File: src/rtl/hamming_pkg.sv
// Shared definitions for the 22-bit SECDED codeword format.
// Holds the format constants, the parity-bit positions and the two helper
// functions (data placement, per-parity coverage mask). Any encoder or
// checker of this format imports this package so the layouts cannot drift.
package hamming_pkg;

  localparam int DATA_W = 16;
  localparam int CW_W   = 22;
  localparam int NPAR   = 5;

  // Codeword bit k carries Hamming position k+1, so parity p_j sits at 2^j-1.
  localparam logic [4:0] PAR_IDX [NPAR] = '{5'd0, 5'd1, 5'd3, 5'd7, 5'd15};
  localparam logic [4:0] OVR_IDX        = 5'd21;
  localparam logic [CW_W-1:0] PAR_POS_MASK = 22'h00808B;

  // Drop the data bits into every non-power-of-two position below the overall bit.
  function automatic logic [CW_W-1:0] place_data(input logic [DATA_W-1:0] d);
    logic [CW_W-1:0] cw;
    cw        = '0;
    cw[2]     = d[0];
    cw[6:4]   = d[3:1];
    cw[14:8]  = d[10:4];
    cw[20:16] = d[15:11];
    return cw;
  endfunction

  // Data positions covered by parity p_j: position has bit j set, is not a
  // parity slot itself, and lies below the overall-parity bit.
  function automatic logic [CW_W-1:0] parity_mask(input int j);
    logic [CW_W-1:0] m;
    m = '0;
    for (int k = 0; k < CW_W - 1; k++) begin
      m[k] = ((((k + 1) >> j) & 1) != 0) && !PAR_POS_MASK[k];
    end
    return m;
  endfunction

endpackage

File: src/rtl/hamming_enc_if.sv
// Stream bundle for hamming_enc: input word/flip-mask handshake and output
// codeword handshake.
//   slave  : the encoder's view (consumes input stream, produces codewords)
//   master : the environment's view (drives input stream, consumes codewords)
interface hamming_enc_if;
  import hamming_pkg::*;

  logic [DATA_W-1:0] in_data;
  logic [CW_W-1:0]   in_flip;
  logic              in_valid;
  logic              in_ready;
  logic [CW_W-1:0]   out_codeword;
  logic              out_valid;
  logic              out_ready;

  modport slave (
    input  in_data, in_flip, in_valid, out_ready,
    output in_ready, out_codeword, out_valid
  );

  modport master (
    output in_data, in_flip, in_valid, out_ready,
    input  in_ready, out_codeword, out_valid
  );
endinterface

File: src/rtl/hamming_pipe_stage.sv
// One valid/ready register slice of width W.
//   in_valid/in_ready/in_data    : upstream side
//   out_valid/out_ready/out_data : downstream side
// The slice loads whenever it is empty or its contents leave this cycle, so a
// full pipeline of these slices runs at one word per cycle. CLR_DATA selects
// whether the data register is also cleared by reset (only needed where the
// data is directly visible at a block output).
module hamming_pipe_stage #(
  parameter int W        = 8,
  parameter bit CLR_DATA = 1'b0
) (
  input  logic         clk,
  input  logic         rst,
  input  logic         in_valid,
  output logic         in_ready,
  input  logic [W-1:0] in_data,
  output logic         out_valid,
  input  logic         out_ready,
  output logic [W-1:0] out_data
);

  logic load;

  assign in_ready = !out_valid || out_ready;
  assign load     = in_valid && in_ready;

  always_ff @(posedge clk or posedge rst) begin
    if (rst) begin
      out_valid <= 1'b0;
    end else if (in_ready) begin
      out_valid <= in_valid;
    end
  end

  generate
    if (CLR_DATA) begin : g_clr
      always_ff @(posedge clk or posedge rst) begin
        if (rst) begin
          out_data <= '0;
        end else if (load) begin
          out_data <= in_data;
        end
      end
    end else begin : g_noclr
      always_ff @(posedge clk) begin
        if (load) begin
          out_data <= in_data;
        end
      end
    end
  endgenerate

endmodule

File: src/rtl/hamming_enc.sv
// Streaming SECDED encoder: 16-bit data in, 22-bit codeword out.
//   clk, rst   : clock, asynchronous active-high reset
//   bus        : hamming_enc_if.slave (input word + flip mask, output codeword)
//   word_count : codewords delivered, modulo 2^CNT_W
// S1 registers the placed data with the five Hamming parities and the flip
// mask; S2 adds the overall parity, applies the mask and drives the output.
module hamming_enc
  import hamming_pkg::*;
#(
  parameter int CNT_W = 16
) (
  input  logic             clk,
  input  logic             rst,
  hamming_enc_if.slave     bus,
  output logic [CNT_W-1:0] word_count
);

  localparam int BODY_W = CW_W - 1;

  logic [CW_W-1:0]   placed_p0;
  logic [BODY_W-1:0] body_p0;

  logic                   vld_p1;
  logic                   rdy_p1;
  logic [CW_W+BODY_W-1:0] data_p1;
  logic [CW_W-1:0]        flip_p1;
  logic [BODY_W-1:0]      body_p1;
  logic [CW_W-1:0]        cw_p1;

  // ---- stage 0: place data and fill in the position-indexed parities ----
  always_comb begin
    placed_p0 = place_data(bus.in_data);
    body_p0   = placed_p0[BODY_W-1:0];
    for (int j = 0; j < NPAR; j++) begin
      body_p0[PAR_IDX[j]] = ^(placed_p0 & parity_mask(j));
    end
  end

  hamming_pipe_stage #(.W(CW_W + BODY_W), .CLR_DATA(1'b0)) u_s1 (
    .clk       (clk),
    .rst       (rst),
    .in_valid  (bus.in_valid),
    .in_ready  (bus.in_ready),
    .in_data   ({bus.in_flip, body_p0}),
    .out_valid (vld_p1),
    .out_ready (rdy_p1),
    .out_data  (data_p1)
  );

  // ---- stage 1: overall parity first, then the error-injection mask ----
  assign {flip_p1, body_p1} = data_p1;
  assign cw_p1 = {^body_p1, body_p1} ^ flip_p1;

  hamming_pipe_stage #(.W(CW_W), .CLR_DATA(1'b1)) u_s2 (
    .clk       (clk),
    .rst       (rst),
    .in_valid  (vld_p1),
    .in_ready  (rdy_p1),
    .in_data   (cw_p1),
    .out_valid (bus.out_valid),
    .out_ready (bus.out_ready),
    .out_data  (bus.out_codeword)
  );

  // ---- stage 2: delivered-word counter ----
  always_ff @(posedge clk or posedge rst) begin
    if (rst) begin
      word_count <= '0;
    end else if (bus.out_valid && bus.out_ready) begin
      word_count <= word_count + 1'b1;
    end
  end

endmodule

File: src/flat_wrapper.sv
// flat-port wrapper written by rule: the top's interface ports become plain ports
module hamming_enc_flat import hamming_pkg::*;
#(
  parameter int CNT_W = 16
)
  (clk, rst, word_count, bus_in_data, bus_in_flip, bus_in_valid, bus_out_ready, bus_in_ready, bus_out_codeword, bus_out_valid);
  hamming_enc_if bus_i ();
  input  logic clk;
  input  logic rst;
  output logic [CNT_W-1:0] word_count;
  input wire logic [$bits(bus_i.in_data)-1:0] bus_in_data;
  input wire logic [$bits(bus_i.in_flip)-1:0] bus_in_flip;
  input wire logic [$bits(bus_i.in_valid)-1:0] bus_in_valid;
  input wire logic [$bits(bus_i.out_ready)-1:0] bus_out_ready;
  output wire logic [$bits(bus_i.in_ready)-1:0] bus_in_ready;
  output wire logic [$bits(bus_i.out_codeword)-1:0] bus_out_codeword;
  output wire logic [$bits(bus_i.out_valid)-1:0] bus_out_valid;
  assign bus_i.in_data = bus_in_data;
  assign bus_i.in_flip = bus_in_flip;
  assign bus_i.in_valid = bus_in_valid;
  assign bus_i.out_ready = bus_out_ready;
  assign bus_in_ready = bus_i.in_ready;
  assign bus_out_codeword = bus_i.out_codeword;
  assign bus_out_valid = bus_i.out_valid;
  hamming_enc #(.CNT_W(CNT_W)) u_core (.clk(clk), .rst(rst), .bus(bus_i), .word_count(word_count));
endmodule
File: config.mk
export PLATFORM = sky130hd
export DESIGN_NAME = hamming_enc_flat
export DESIGN_NICKNAME = d
export VERILOG_FILES = /design/src/rtl/hamming_pkg.sv /design/src/rtl/hamming_enc_if.sv /design/src/rtl/hamming_pipe_stage.sv /design/src/rtl/hamming_enc.sv /design/src/flat_wrapper.sv
export SDC_FILE = /design/constraint.sdc
export NUM_CORES = 1
export LEC_CHECK = 0
export BUFFER_PORTS_ARGS = -buffer_cell sky130_fd_sc_hd__clkbuf_2
export CAP_MARGIN = 20
export CORE_MARGIN = 4
export CORE_UTILIZATION = 54
export CTS_CLUSTER_DIAMETER = 200
export CTS_CLUSTER_SIZE = 16
export DETAILED_ROUTE_END_ITERATION = 6
export GPL_ROUTABILITY_DRIVEN = 0
export HOLD_SLACK_MARGIN = 0.06
export PLACE_DENSITY = 0.77
export SLEW_MARGIN = 20
export SYNTH_ARGS = -nofsm -noshare
export SYNTH_HDL_FRONTEND = slang
export SYNTH_HIERARCHICAL = 1
export SYNTH_SLANG_ARGS = --single-unit
File: constraint.sdc
create_clock -name clk -period 2.1 [get_ports clk]
set_clock_uncertainty 0.15 [all_clocks]
set_input_delay 0.105 -clock clk [delete_from_list [all_inputs] [get_ports clk]]
set_output_delay 0.105 -clock clk [all_outputs]
set_load 0.02 [all_outputs]
==> results by group <==
Placement
  • Dpl ws: 0.188 ns
  • Post-detail-place hpwl: 4.32 mm
  • Port buffer count: 81
  • Cell Area, Placed: 4110 µm²

Clocking
  • Htree depth: 3
  • Sink Count: 83
  • Longest Clk Path Bufs: 2
  • Postcts setup bufs: 0
  • CTS clock-pin slew for the worst setup and hold paths: 0.08 ns
  • Total CTS buffers: 9
  • Post_cts resized: 0
  • Root Buffer: clkbuf_8
  • Hold_buf cts: 42
  • CTS tree: yes
  • Clock Latency Late Sink: 0.34 ns

Synthesis
  • Fraction of registers with async set/reset: 48.2%
  • Largest family of logic cells by synthesized area: XOR/XNOR gates
  • #FFs+latches synth: 83
  • Area contributors post-synth: edfxtp_1 36%, dfrtp_1 28%, xnor2_1 12%
  • Dominant synthesized flop cell: edfxtp_1
  • EDFF count, synth: 43
  • Avg Cell Area, Syn: 16.2 µm²
  • Multiplexer share of the synthesized area: 9.20%
  • Synth Area in Compound Gates: 0%
  • Post-synthesis sequential area ratio: 63.2%
  • Unique masters post-synth: 23
  • Count leader, synth: xnor2_1
  • Post-synthesis adder-cell area fraction: 0.345%
  • Top cell type's share of synthesized area: 35.6%
  • Post-Synth XOR/XNOR Area: 20.6%
  • Synth top cells by count: 51 x xnor2_1, 43 x edfxtp_1, 40 x dfrtp_1
  • Simple-Gate Fraction of Synth Area: 5.14%
  • Mapped Cells: 224
  • YS warnings: 6
  • Post-Syn Nets: 267
  • Cell Area, Synth: 3630 µm²
  • Dominant cell type by area after synthesis: edfxtp_1

Pwr
  • Pwr dens: 970 nW/µm²
  • Worst vdd ir: 542 µV
  • Sequential share of power: 47.5%
  • Clock share of power: 24.9%
  • Switching part of the total: 29.5%
  • Cell internal pwr: 3.24 mW
  • NetSw: 1.35 mW
  • Leak pwr: 2.09 nW
  • Power share of the combinational group: 27.6%

Finish
  • Core Util, Final: 73.7%
  • Share of cells above drive strength 1: 34.8%
  • Area delta synth->final: 30.4%
  • Fillers: 407
  • Nets: 400
  • Antenna Cells: 0
  • Final instance area: 4730 µm²

GRT
  • GRT overflow: 0
  • Pin count of the biggest net entering global routing: 44
  • First-pass GRT wire length: 10.7 mm
  • Initial antenna violation count: 0
  • GRT Util Overall: 16.9%
  • Vias in the first global route: 2,251

Timing
  • Slew @ Worst Pin: 0.584 ns
  • Period utilization: 91.8%
  • Hold Fails Final Rpt: 0
  • Max-Slew Margin vs Limit: 61.0%
  • Unrepaired setup endpoints after global routing: false
  • Final worst slack: 0.172 ns
  • Max Freq: 519 MHz
  • Slew Viols, Final: 0
  • Period minus WS final: 1.93 ns
  • Setup TNS: 0 ns
  • # setup viols final: 0

Worst setup path
  • Critical path peak fanout: 2
  • Critical path required time: 2.18 ns
  • CP startpoint kind: flip-flop
  • Crit path DAT: 2.01 ns
  • WS Path Type: reg -> reg
  • CP Capture Type: flip-flop

Drt
  • Via count: 2,141
  • Vias per Instance: 4.88
  • Detail Route Antenna Nets: 0
  • DRT iter0 DRCs: 91
  • Drt wl/cell: 14.6 µm
  • Pre-antenna DRT Iters: 4
  • WL final: 6.42 mm
  • Number of remaining DRC errors: 0

Die
  • Height of the die: 90.0 µm
  • Ports: 82
  • Die area: 8100 µm²
  • Initial Utilization: 56.5%
  • Chip width: 90.0 µm
  • Core Rows: 29
  • Core box area: 6420 µm²

Flow run
  • Max-cap violations: 0

Min path
  • Worst Hold Class: in -> async

Outcome
  • Outcome: completed
-- cell usage in the layout, fill, tap and decap left out, types with 2 or more instances in the layout --
master / n
and3_1: 3
and4_1: 4
clkbuf_2: 81
clkbuf_8: 10
dfrtp_1: 40
dlygate4sd3_1: 42
edfxtp_1: 43
inv_1: 3
inv_4: 2
mux2_2: 3
mux2_4: 20
nand2_1: 6
nand2b_4: 2
nand3_1: 6
nand4_1: 2
xnor2_1: 51
xor2_1: 30
-- per-layer routing --
metal	global-route usage (%)	wire length, µm	vias to the layer above
met5	0	0	-
met4	4.97	49	0
met3	4.42	315	5
met2	29.7	3320	58
met1	20.6	2740	1045
li1	-	-	1033
-- per-stage QoR --
step	instances	hold slack, ns	power, mW
after global routing	439	0.250	4.84
after floorplan	224	-0.316	3.08
after global placement	381	-0.205	3.41
after detailed placement	381	-0.197	3.43
after CTS	439	0.209	4.63
final	439	0.224	4.59
-- logic make-up after synthesis --
| kind of cell | Yosys count |
|---|---|
| flops | 83 |
| fa+ha+maj | 1 |
| simple gates | 28 |
| xor+xnor | 83 |
| buf+inv | 6 |
| mux | 23 |
-- registers in the layout, summed over array words and instances (netlist names) --
signal and cells:
u_core/u_s1/out_data 43, u_core/u_s2/out_data 22, u_core/word_count 16, u_core/u_s1/out_valid 1
u_core/u_s2/out_valid 1
-- critical path, cell delays in order (launching register included) --
cell and delay, ns:
edfxtp_1 0.42, xnor2_1 0.27, xnor2_1 0.17, xnor2_1 0.14, xnor3_1 0.40, mux2_4 0.27
-- worst paths after layout --
check	to	slack, ns	cells past startpoint	start
max	u_core/u_s2/out_data[21]	0.17	5	u_core/u_s1/out_data[13]
max reg2reg	u_core/u_s2/out_data[21]	0.17	5	u_core/u_s1/out_data[13]
max in group asynchronous	u_core/u_s1/out_valid	1.15	4	rst
min	u_core/u_s2/out_valid	0.22	4	rst
min reg2reg	u_core/word_count[15]	0.32	1	u_core/word_count[15]
min in group clk	u_core/u_s1/out_data[21]	0.32	2	bus_in_flip[0]
-- final cells by class --
cell class | count | area (µm²) | area share [%]
flip-flops and latches | 83 | 2290 | 48.4
multi-input cells | 135 | 1280 | 27.1
repair buffers | 125 | 853 | 18.0
clock buffers | 11 | 141 | 2.99
well taps | 77 | 96.3 | 2.03
clock inverters | 5 | 58.8 | 1.24
inverters | 3 | 11.3 | 0.238
-- power by group through the flow --
stage	Sequential [mW]	Clock, mW	Combinational [mW]
2_1_floorplan	2.40	0	0.673
4_1_cts	2.18	1.17	1.28
5_1_grt	2.22	1.26	1.37
3_5_place_dp	2.21	0	1.22
3_3_place_gp	2.21	0	1.20
6_report	2.18	1.14	1.27
Power figures use the tool's default switching activity.
